==> src/rtl/pins_uart_tx.sv <==
// pins_uart_tx: logs every change of the 8-bit output port into a FIFO
// and sends each logged value as an 8N1 serial frame (LSB first).
//
// Ports:
//   Clk        system clock, rising edge
//   Rst        synchronous reset, active-high
//   Pins_in    output port value being watched
//   Tx         serial line, idles high (registered)
//   Busy       high whenever a frame is in progress (registered)
//   Overflow   sticky, set when a change is dropped on a full FIFO
//   Fifo_count entries currently held in the FIFO
module pins_uart_tx #(
  parameter int CLK_DIV    = 16,
  parameter int FIFO_DEPTH = 4,
  parameter int CNT_W      = 3
) (
  input  logic             Clk,
  input  logic             Rst,
  input  logic [7:0]       Pins_in,
  output logic             Tx,
  output logic             Busy,
  output logic             Overflow,
  output logic [CNT_W-1:0] Fifo_count
);

  localparam int PTR_W =
    (FIFO_DEPTH > 1) ? $clog2(FIFO_DEPTH) : 1;
  localparam logic [15:0] BAUD_LAST =
    16'(CLK_DIV - 1);
  localparam logic [CNT_W-1:0] FULL_CNT =
    CNT_W'(FIFO_DEPTH);

  typedef enum logic [1:0] {
    IDLE,
    START,
    DATA,
    STOP
  } state_t;

  state_t           state;
  logic [15:0]      baud;
  logic [2:0]       bit_idx;
  logic [7:0]       shift;
  logic [7:0]       prev_pins;
  logic [7:0]       mem [FIFO_DEPTH];
  logic [PTR_W-1:0] wr_ptr;
  logic [PTR_W-1:0] rd_ptr;

  logic change;
  logic empty;
  logic full;
  logic bit_end;
  logic pop;
  logic push;

  assign change  = (Pins_in != prev_pins);
  assign empty   = (Fifo_count == '0);
  assign full    = (Fifo_count == FULL_CNT);
  assign bit_end = (baud == BAUD_LAST);

  // Pops only from IDLE or at the very last edge of a stop bit,
  // which gives back-to-back frames without an idle gap.
  assign pop = !empty &&
    ((state == IDLE) ||
     ((state == STOP) && bit_end));

  // A full FIFO still accepts a push if a pop frees a slot
  // at the same edge.
  assign push = change && (!full || pop);

  always_ff @(posedge Clk) begin
    if (!Rst && push) begin
      mem[wr_ptr] <= Pins_in;
    end
  end

  always_ff @(posedge Clk) begin
    if (Rst) begin
      prev_pins  <= 8'h00;
      wr_ptr     <= '0;
      rd_ptr     <= '0;
      Fifo_count <= '0;
      Overflow   <= 1'b0;
    end else begin
      if (change) begin
        prev_pins <= Pins_in;
      end
      if (push) begin
        wr_ptr <= wr_ptr + PTR_W'(1);
      end
      if (pop) begin
        rd_ptr <= rd_ptr + PTR_W'(1);
      end
      if (change && !push) begin
        Overflow <= 1'b1;
      end
      Fifo_count <= Fifo_count
                  + CNT_W'(push)
                  - CNT_W'(pop);
    end
  end

  always_ff @(posedge Clk) begin
    if (Rst) begin
      state   <= IDLE;
      baud    <= '0;
      bit_idx <= '0;
      shift   <= '0;
      Tx      <= 1'b1;
      Busy    <= 1'b0;
    end else begin
      unique case (state)
        IDLE: begin
          Tx   <= 1'b1;
          Busy <= 1'b0;
          if (pop) begin
            shift <= mem[rd_ptr];
            baud  <= '0;
            state <= START;
            Tx    <= 1'b0;
            Busy  <= 1'b1;
          end
        end
        START: begin
          if (bit_end) begin
            baud    <= '0;
            bit_idx <= '0;
            state   <= DATA;
            Tx      <= shift[0];
          end else begin
            baud <= baud + 16'd1;
          end
        end
        DATA: begin
          if (bit_end) begin
            baud <= '0;
            if (bit_idx == 3'd7) begin
              state <= STOP;
              Tx    <= 1'b1;
            end else begin
              bit_idx <= bit_idx + 3'd1;
              shift   <= {1'b0, shift[7:1]};
              Tx      <= shift[1];
            end
          end else begin
            baud <= baud + 16'd1;
          end
        end
        STOP: begin
          if (bit_end) begin
            baud <= '0;
            if (pop) begin
              shift <= mem[rd_ptr];
              state <= START;
              Tx    <= 1'b0;
            end else begin
              state <= IDLE;
              Busy  <= 1'b0;
            end
          end else begin
            baud <= baud + 16'd1;
          end
        end
        default: begin
          state <= IDLE;
          Tx    <= 1'b1;
          Busy  <= 1'b0;
        end
      endcase
    end
  end

endmodule

==> config.mk <==
export PLATFORM = sky130hd
export DESIGN_NAME = pins_uart_tx
export DESIGN_NICKNAME = d
export VERILOG_FILES = /design/src/rtl/pins_uart_tx.sv
export SDC_FILE = /design/constraint.sdc
export NUM_CORES = 1
export LEC_CHECK = 0
export ABC_AREA = 1
export BUFFER_PORTS_ARGS = -buffer_cell sky130_fd_sc_hd__clkbuf_2
export CAP_MARGIN = 10
export CORE_MARGIN = 2
export CORE_UTILIZATION = 40
export CTS_BUF_LIST = sky130_fd_sc_hd__clkbuf_16
export CTS_CLUSTER_DIAMETER = 100
export DETAILED_ROUTE_END_ITERATION = 12
export SLEW_MARGIN = 5
export SYNTH_ARGS = -nofsm -noshare
export SYNTH_HDL_FRONTEND = slang
export SYNTH_SLANG_ARGS = --single-unit
export TNS_END_PERCENT = 30
==> constraint.sdc <==
create_clock -name Clk -period 4.54 [get_ports Clk]
set_clock_uncertainty 0.1 [all_clocks]
set_input_delay 1.362 -clock Clk [delete_from_list [all_inputs] [get_ports Clk]]
set_output_delay 1.362 -clock Clk [all_outputs]
set_load 0.05 [all_outputs]
==> results of run 1 <==
==> worst max-delay path: cells and delay by family <==
family | cells | cell delay, ns
AOI/OAI and AO/OA | 1 | 0.15
adders and majority gates | 3 | 0.80
and+or+nand+nor | 4 | 0.55
buffers and inverters | 3 | 0.26
==> metal layers <==
layer	up-vias	share of wire (%)	global-route usage [%]
met1	1326	49	22.0
met3	5	2.9	3.08
met5	-	0	0
li1	1517	-	-
met2	39	47	26.3
met4	0	1.0	7.38
==> sequential cells by signal, indices dropped and copies added, names as in the netlist, named ones only <==
name / count
wr_ptr: 2
state: 2
rd_ptr: 2
Overflow: 1
Busy: 1
mem: 32
baud: 16
Tx: 1
Fifo_count: 3
prev_pins: 8
bit_idx: 3
shift: 8
==> kinds of logic after synthesis <==
family / count (synthesis) / share of synthesized area [%]
compound gates: 70 / 10.0
xor+xnor: 9 / 2.04
fa+ha+maj: 16 / 5.38
buf+inv: 63 / 7.12
flops: 81 / 50.3
mux: 6 / 1.55
simple gates: 215 / 23.6
==> stage by stage <==
step / total power, mW / instance area (um2) / setup slack (ns) / hold WS, ns
6_report: 2.61 / 4350 / 1.52 / 0.356
5_1_grt: 2.83 / 4350 / 1.40 / 0.401
4_1_cts: 2.64 / 4350 / 1.52 / 0.359
3_5_place_dp: 1.85 / 4020 / 1.17 / 0.350
3_3_place_gp: 1.84 / 4020 / 1.20 / 0.350
2_1_floorplan: 1.68 / 3860 / 1.45 / 0.341
==> worst max-delay path by stage <==
stage / from / endpoint / slack [ns]
2_1_floorplan: Pins_in[1] / Fifo_count[1] / 1.45
3_3_place_gp: Pins_in[1] / Fifo_count[1] / 1.20
3_5_place_dp: Pins_in[1] / Fifo_count[1] / 1.17
4_1_cts: Pins_in[1] / Fifo_count[1] / 1.52
5_1_grt: Pins_in[1] / Fifo_count[2] / 1.40
6_report: Pins_in[1] / Fifo_count[1] / 1.52
==> cells in the final DEF, fill, tap and decap left out, types with 2 or more instances in the layout <==
cell type	netlist	final
nand2_2	6	6
nand2_4	2	2
nor2_1	82	82
inv_6	0	2
nand3_2	2	2
a21o_1	2	2
xnor2_1	5	5
clkbuf_2	0	15
o211a_1	2	2
nand3_1	22	22
a31oi_1	3	3
edfxtp_1	32	32
xor2_1	4	4
bufinv_16	0	2
a21oi_1	28	28
dfxtp_1	49	49
inv_1	49	50
or2_2	3	3
nor2_2	2	2
ha_1	15	15
o21ai_0	29	29
nand2_1	89	89
nor3_1	2	2
clkbuf_16	0	9
a211oi_1	2	2
mux2i_1	6	6
==> power groups by stage <==
stage | registers, mW | clock network (mW) | logic [mW]
after global placement | 0.985 | 0 | 0.852
after global routing | 0.990 | 0.839 | 0.997
after CTS | 0.972 | 0.806 | 0.867
final | 0.970 | 0.788 | 0.856
after detailed placement | 0.988 | 0 | 0.862
after floorplan | 1.01 | 0 | 0.669
==> cell type report <==
| class | instances | area [um2] |
|---|---|---|
| fill | 894 | 4980 |
| sequential | 81 | 1940 |
| multi-input combinational | 316 | 1650 |
| clock buffer | 9 | 225 |
| inverter | 50 | 188 |
| tap | 129 | 161 |
| clock inverter | 7 | 101 |
| timing repair buffer | 16 | 82.6 |
==> impl_metrics.py, run 1 <==
metrics = {
    "outcome": {
        "status": "finished clean",
    },
    "critical_path": {
        "critPathKind": "primary input to flop",
        "crit_chain": "clkbuf_2 -> or2_2 -> a21oi_1 -> nand3_1 -> nand2_2 -> ha_1 -> inv_1 -> ha_1 -> fa_1 -> inv_1 -> nor2_1",
        "critPathLaunchType": "primary input",
        "arrival_ns": 3.12,
        "cp.required_ns": 4.64,
        "reg2reg_from": "state[0]",
        "rrSetupSlack_ns": 1.77,
        "rr_worst_depth": 13,
        "worstReg2RegEnd": "Fifo_count[2]",
        "cp_slowest_cell": "fa_1",
        "max_stage_delay_ns": 0.41,
        "cp-end-kind": "flop",
        "cp_max_fo": 7,
    },
    "yosys": {
        "synthCells": 460,
        "ys_seq_area_share_pct": 50.3,
        "synth_top_cell_area_share_pct": 25.4,
        "syn_area_mm2": 0.00386,
        "async_reset_ff_share_pct": 0,
        "ys_seq_elements": 81,
        "synth_area_per_cell_um2": 8.40,
        "synth.most_common_cell": "nand2_1",
        "synth_edf_count": 32,
        "synthFlopType": "dfxtp_1",
        "synth_commonest_cells": "nand2_1, nor2_1, dfxtp_1, inv_1, edfxtp_1",
        "synth_cell_types": 38,
        "synthTopCellsByArea": "dfxtp_1, edfxtp_1, nand2_1, nor2_1, ha_1",
        "ys_warn_count": 0,
        "yosysTopAreaCell": "dfxtp_1",
        "synthesis.nets": 486,
    },
    "floorplanning": {
        "core-area_mm2": 0.00933,
        "die_width_um": 102,
        "dieArea_mm2": 0.0105,
        "start_util_pct": 41.4,
        "ios": 16,
        "die_y_um": 102,
        "fp-row-count": 35,
    },
    "clock_network": {
        "post_cts_buffers": 0,
        "clk_path_buf_depth": 2,
        "cts.repair.resized": 0,
        "postCtsHoldBufs": 0,
        "clock-sinks": 81,
        "numCtsBuffers": 9,
        "cts_root_buf": "clkbuf_16",
        "htree_levels": 3,
        "cts_tree": "done",
        "clkTransAtPathRegs_ns": 0.06,
        "clock_latency_ns": 0.34,
    },
    "layout": {
        "fin_cells": 608,
        "fin_nets": 500,
        "area_growth_pct": 12.5,
        "antenna_cells": 0,
        "drive_above_1_share_pct": 10.6,
        "fin_util_pct": 46.6,
    },
    "power": {
        "internal_power_mw": 1.64,
        "clockPowerShare_pct": 30.1,
        "comb_power_share_pct": 32.7,
        "p_sw_mw": 0.974,
        "seq_power_share_pct": 37.1,
        "p_per_area_mw_per_mm2": 601,
        "swShare_pct": 37.3,
        "ir_drop_v": 0.000350,
        "leakagePower_nw": 1.86,
    },
    "min_path": {
        "holdPathStages": 2,
        "hp-class": "flop to flop",
        "min_to": "Busy",
        "hp-start": "Busy",
    },
    "detailed_routing": {
        "route.detailed.drc": 0,
        "wl_mm": 7.66,
        "drt-pass1-iter-count": 4,
        "antenna_left": 0,
        "vias": 2887,
        "drt-vias-per-instance": 4.75,
        "avgRoutedWirePerCell_um": 12.6,
        "drt_iter0_markers": 100,
    },
    "placed_design": {
        "dp_cells": 592,
        "dp_hpwl_mm": 5.27,
        "globalplace.congestion": 0.806,
        "numPortBuffers": 15,
    },
    "timing": {
        "finalHoldViolCount": 0,
        "fin_tns_setup_ns": 0,
        "drv_slew": 0,
        "fin_crit_sh_pct": 66.4,
        "clock.fmax_ghz": 0.332,
        "finalSetupViolCount": 0,
        "grt_setup_unrepaired": "false",
        "maxSlewHeadroom_pct": 45.4,
        "tightest_slew_ns": 0.816,
        "period_needed_ns": 3.02,
    },
    "global_routing": {
        "grt_pass1_vias": 2763,
        "grt_util_all_layers_pct": 16.5,
        "grt_max_degree": 25,
        "antenna_found_initial": 0,
        "grt_pass1_wl_mm": 13.2,
        "grt_remaining_overflow": 0,
    },
    "flow_run": {
        "maxCapViolations": 0,
    },
}
Power figures use the tool's default switching activity.
==> run 2: changes to the inputs <==
Clock period 4.54 ns to 2.9 ns, I/O delays scaled along.
==> run 2 against run 1 <==
  * Combinational power up 69%
  * Critical path depth grew 4
  * Worst hold slack better by 0.0092 ns
  * Via count increased by 1.6%
  * Critical path type is now flop to flop
  * Largest power group unchanged
==> impl_metrics.py, run 2 (synthesized netlist as in run 1, its figures left out) <==
metrics = {
    "clock_network": {
        "numCtsBuffers": 9,
        "clock_latency_ns": 0.33,
        "postCtsHoldBufs": 0,
        "clock-sinks": 81,
        "clk_path_buf_depth": 2,
        "clkTransAtPathRegs_ns": 0.06,
        "cts_root_buf": "clkbuf_16",
        "cts_tree": "done",
        "htree_levels": 3,
    },
    "timing": {
        "grt_setup_unrepaired": "false",
        "fin_crit_sh_pct": 92.1,
        "maxSlewHeadroom_pct": 69.6,
        "finalSetupViolCount": 0,
        "clock.fmax_ghz": 0.374,
        "drv_slew": 0,
        "fin_tns_setup_ns": 0,
        "period_needed_ns": 2.67,
        "tightest_slew_ns": 0.456,
        "finalHoldViolCount": 0,
    },
    "layout": {
        "fin_cells": 619,
        "drive_above_1_share_pct": 12.9,
        "largest_register_ffs": 32,
        "antenna_cells": 0,
        "fin_nets": 511,
        "area_growth_pct": 13.7,
        "reg_top3": "mem: 32 flops, baud: 16 flops",
        "layout_common_cells": "nand2_1, nor2_1, dfxtp_1, inv_1, edfxtp_1",
        "top_register": "mem",
        "final_common_cell": "nand2_1",
    },
    "critical_path": {
        "startpoint": "baud[0]",
        "rr_worst_depth": 15,
        "endpoint": "Fifo_count[2]",
        "rrSetupSlack_ns": 0.23,
        "cp-end-kind": "flop",
        "arrival_ns": 2.83,
        "worstReg2RegEnd": "Fifo_count[2]",
        "critPathKind": "flop to flop",
        "cp.required_ns": 3.06,
        "reg2reg_from": "baud[0]",
        "critPathLaunchType": "flop",
        "cp_max_fo": 9,
    },
    "global_routing": {
        "grt_util_all_layers_pct": 16.6,
        "grt_remaining_overflow": 0,
        "antenna_found_initial": 0,
        "grt_pass1_wl_mm": 13.4,
        "grt_pass1_vias": 2791,
        "grt_max_degree": 25,
    },
    "min_path": {
        "holdPathStages": 2,
        "hp-class": "flop to flop",
    },
    "placed_design": {
        "dp_cells": 603,
        "numPortBuffers": 15,
        "dp_hpwl_mm": 5.46,
        "globalplace.congestion": 0.830,
    },
    "detailed_routing": {
        "vias": 2933,
        "avgRoutedWirePerCell_um": 12.8,
        "drt-vias-per-instance": 4.74,
        "route.detailed.drc": 0,
        "drt_iter0_markers": 200,
        "drt-pass1-iter-count": 4,
        "antenna_left": 0,
        "wl_mm": 7.91,
    },
    "power": {
        "leakagePower_nw": 1.89,
        "ir_drop_v": 0.000508,
        "p_per_area_mw_per_mm2": 918,
    },
    "floorplanning": {
        "dieArea_mm2": 0.0105,
        "die_width_um": 102,
        "fp-row-count": 35,
        "core-area_mm2": 0.00933,
        "start_util_pct": 41.4,
        "ios": 16,
        "die_y_um": 102,
    },
    "outcome": {
        "status": "finished clean",
    },
    "flow_run": {
        "maxCapViolations": 0,
    },
}
run 2: cell count changes in the layout (fill, tap and decap cells not counted):
cell / before / now
bufinv_16: 2 / 0
inv_6: 2 / 3
buf_4: 1 / 12
inv_1: 50 / 49
ha_1: 15 / 14
inv_8: 1 / 2
ha_2: 0 / 1
clkinv_1: 0 / 1
run 2: routing by layer:
metal	up-vias	GRT usage, %	wire length [um]
met5	-	0	0
met3	4	3.42	254
met2	30	25.6	3670
met4	0	6.26	57
met1	1365	23.1	3930
li1	1534	-	-
run 2: report_power, final:
| part | internal, mW | leakage [nW] | switching (mW) |
|---|---|---|---|
| logic | 0.476 | 1.05 | 0.974 |
| registers | 1.38 | 0.695 | 0.110 |
| clock network | 0.600 | 0.142 | 0.488 |
| total | 2.46 | 1.89 | 1.57 |
run 2: layout make-up:
type,count,area (um2)
sequential,81,1940
multi-input combinational,316,1650
clock inverter,7,61.3
fill,896,4940
timing repair buffer,27,165
clock buffer,9,225
tap,129,161
inverter,50,188
run 2: worst min-delay path by stage:
stage,from,end,slack [ns]
floorplan,bit_idx[0],bit_idx[0],0.34
finish,Busy,Busy,0.37
global placement,bit_idx[1],bit_idx[1],0.35
detailed placement,bit_idx[0],bit_idx[0],0.36
CTS,Busy,Busy,0.37
global route,bit_idx[1],bit_idx[1],0.39
run 2: stage by stage:
| step | util [%] | hold WS [ns] | power [mW] | cell area (um2) | setup WS [ns] |
|---|---|---|---|---|---|
| 4_1_cts | 47.1 | 0.374 | 4.06 | 4390 | 0.234 |
| 3_5_place_dp | 44.0 | 0.363 | 2.97 | 4100 | 0.0788 |
| 6_report | 47.1 | 0.366 | 4.03 | 4390 | 0.229 |
| 3_3_place_gp | 44.0 | 0.354 | 2.95 | 4100 | 0.135 |
| 2_1_floorplan | - | 0.341 | 2.63 | 3860 | 0.305 |
| 5_1_grt | 47.1 | 0.394 | 4.34 | 4390 | 0.00834 |
run 2: critical path: stages, from the launching register on:
cell and delay [ns]:
dfxtp_1 0.41, ha_2 0.23, nand3_2 0.10, nor2_2 0.13
nand2_2 0.11, nand2_2 0.11, nand2_4 0.11, nand2_1 0.10
nand2_2 0.07, ha_1 0.27, inv_1 0.04, ha_1 0.18
fa_1 0.36, inv_1 0.08, o21ai_0 0.09, a21oi_1 0.12
run 2: timing repair:
action                                  CTS  global route
buffers inserted                          0             0
endpoints found under the setup margin    0             1
gates resized for setup                   0             1
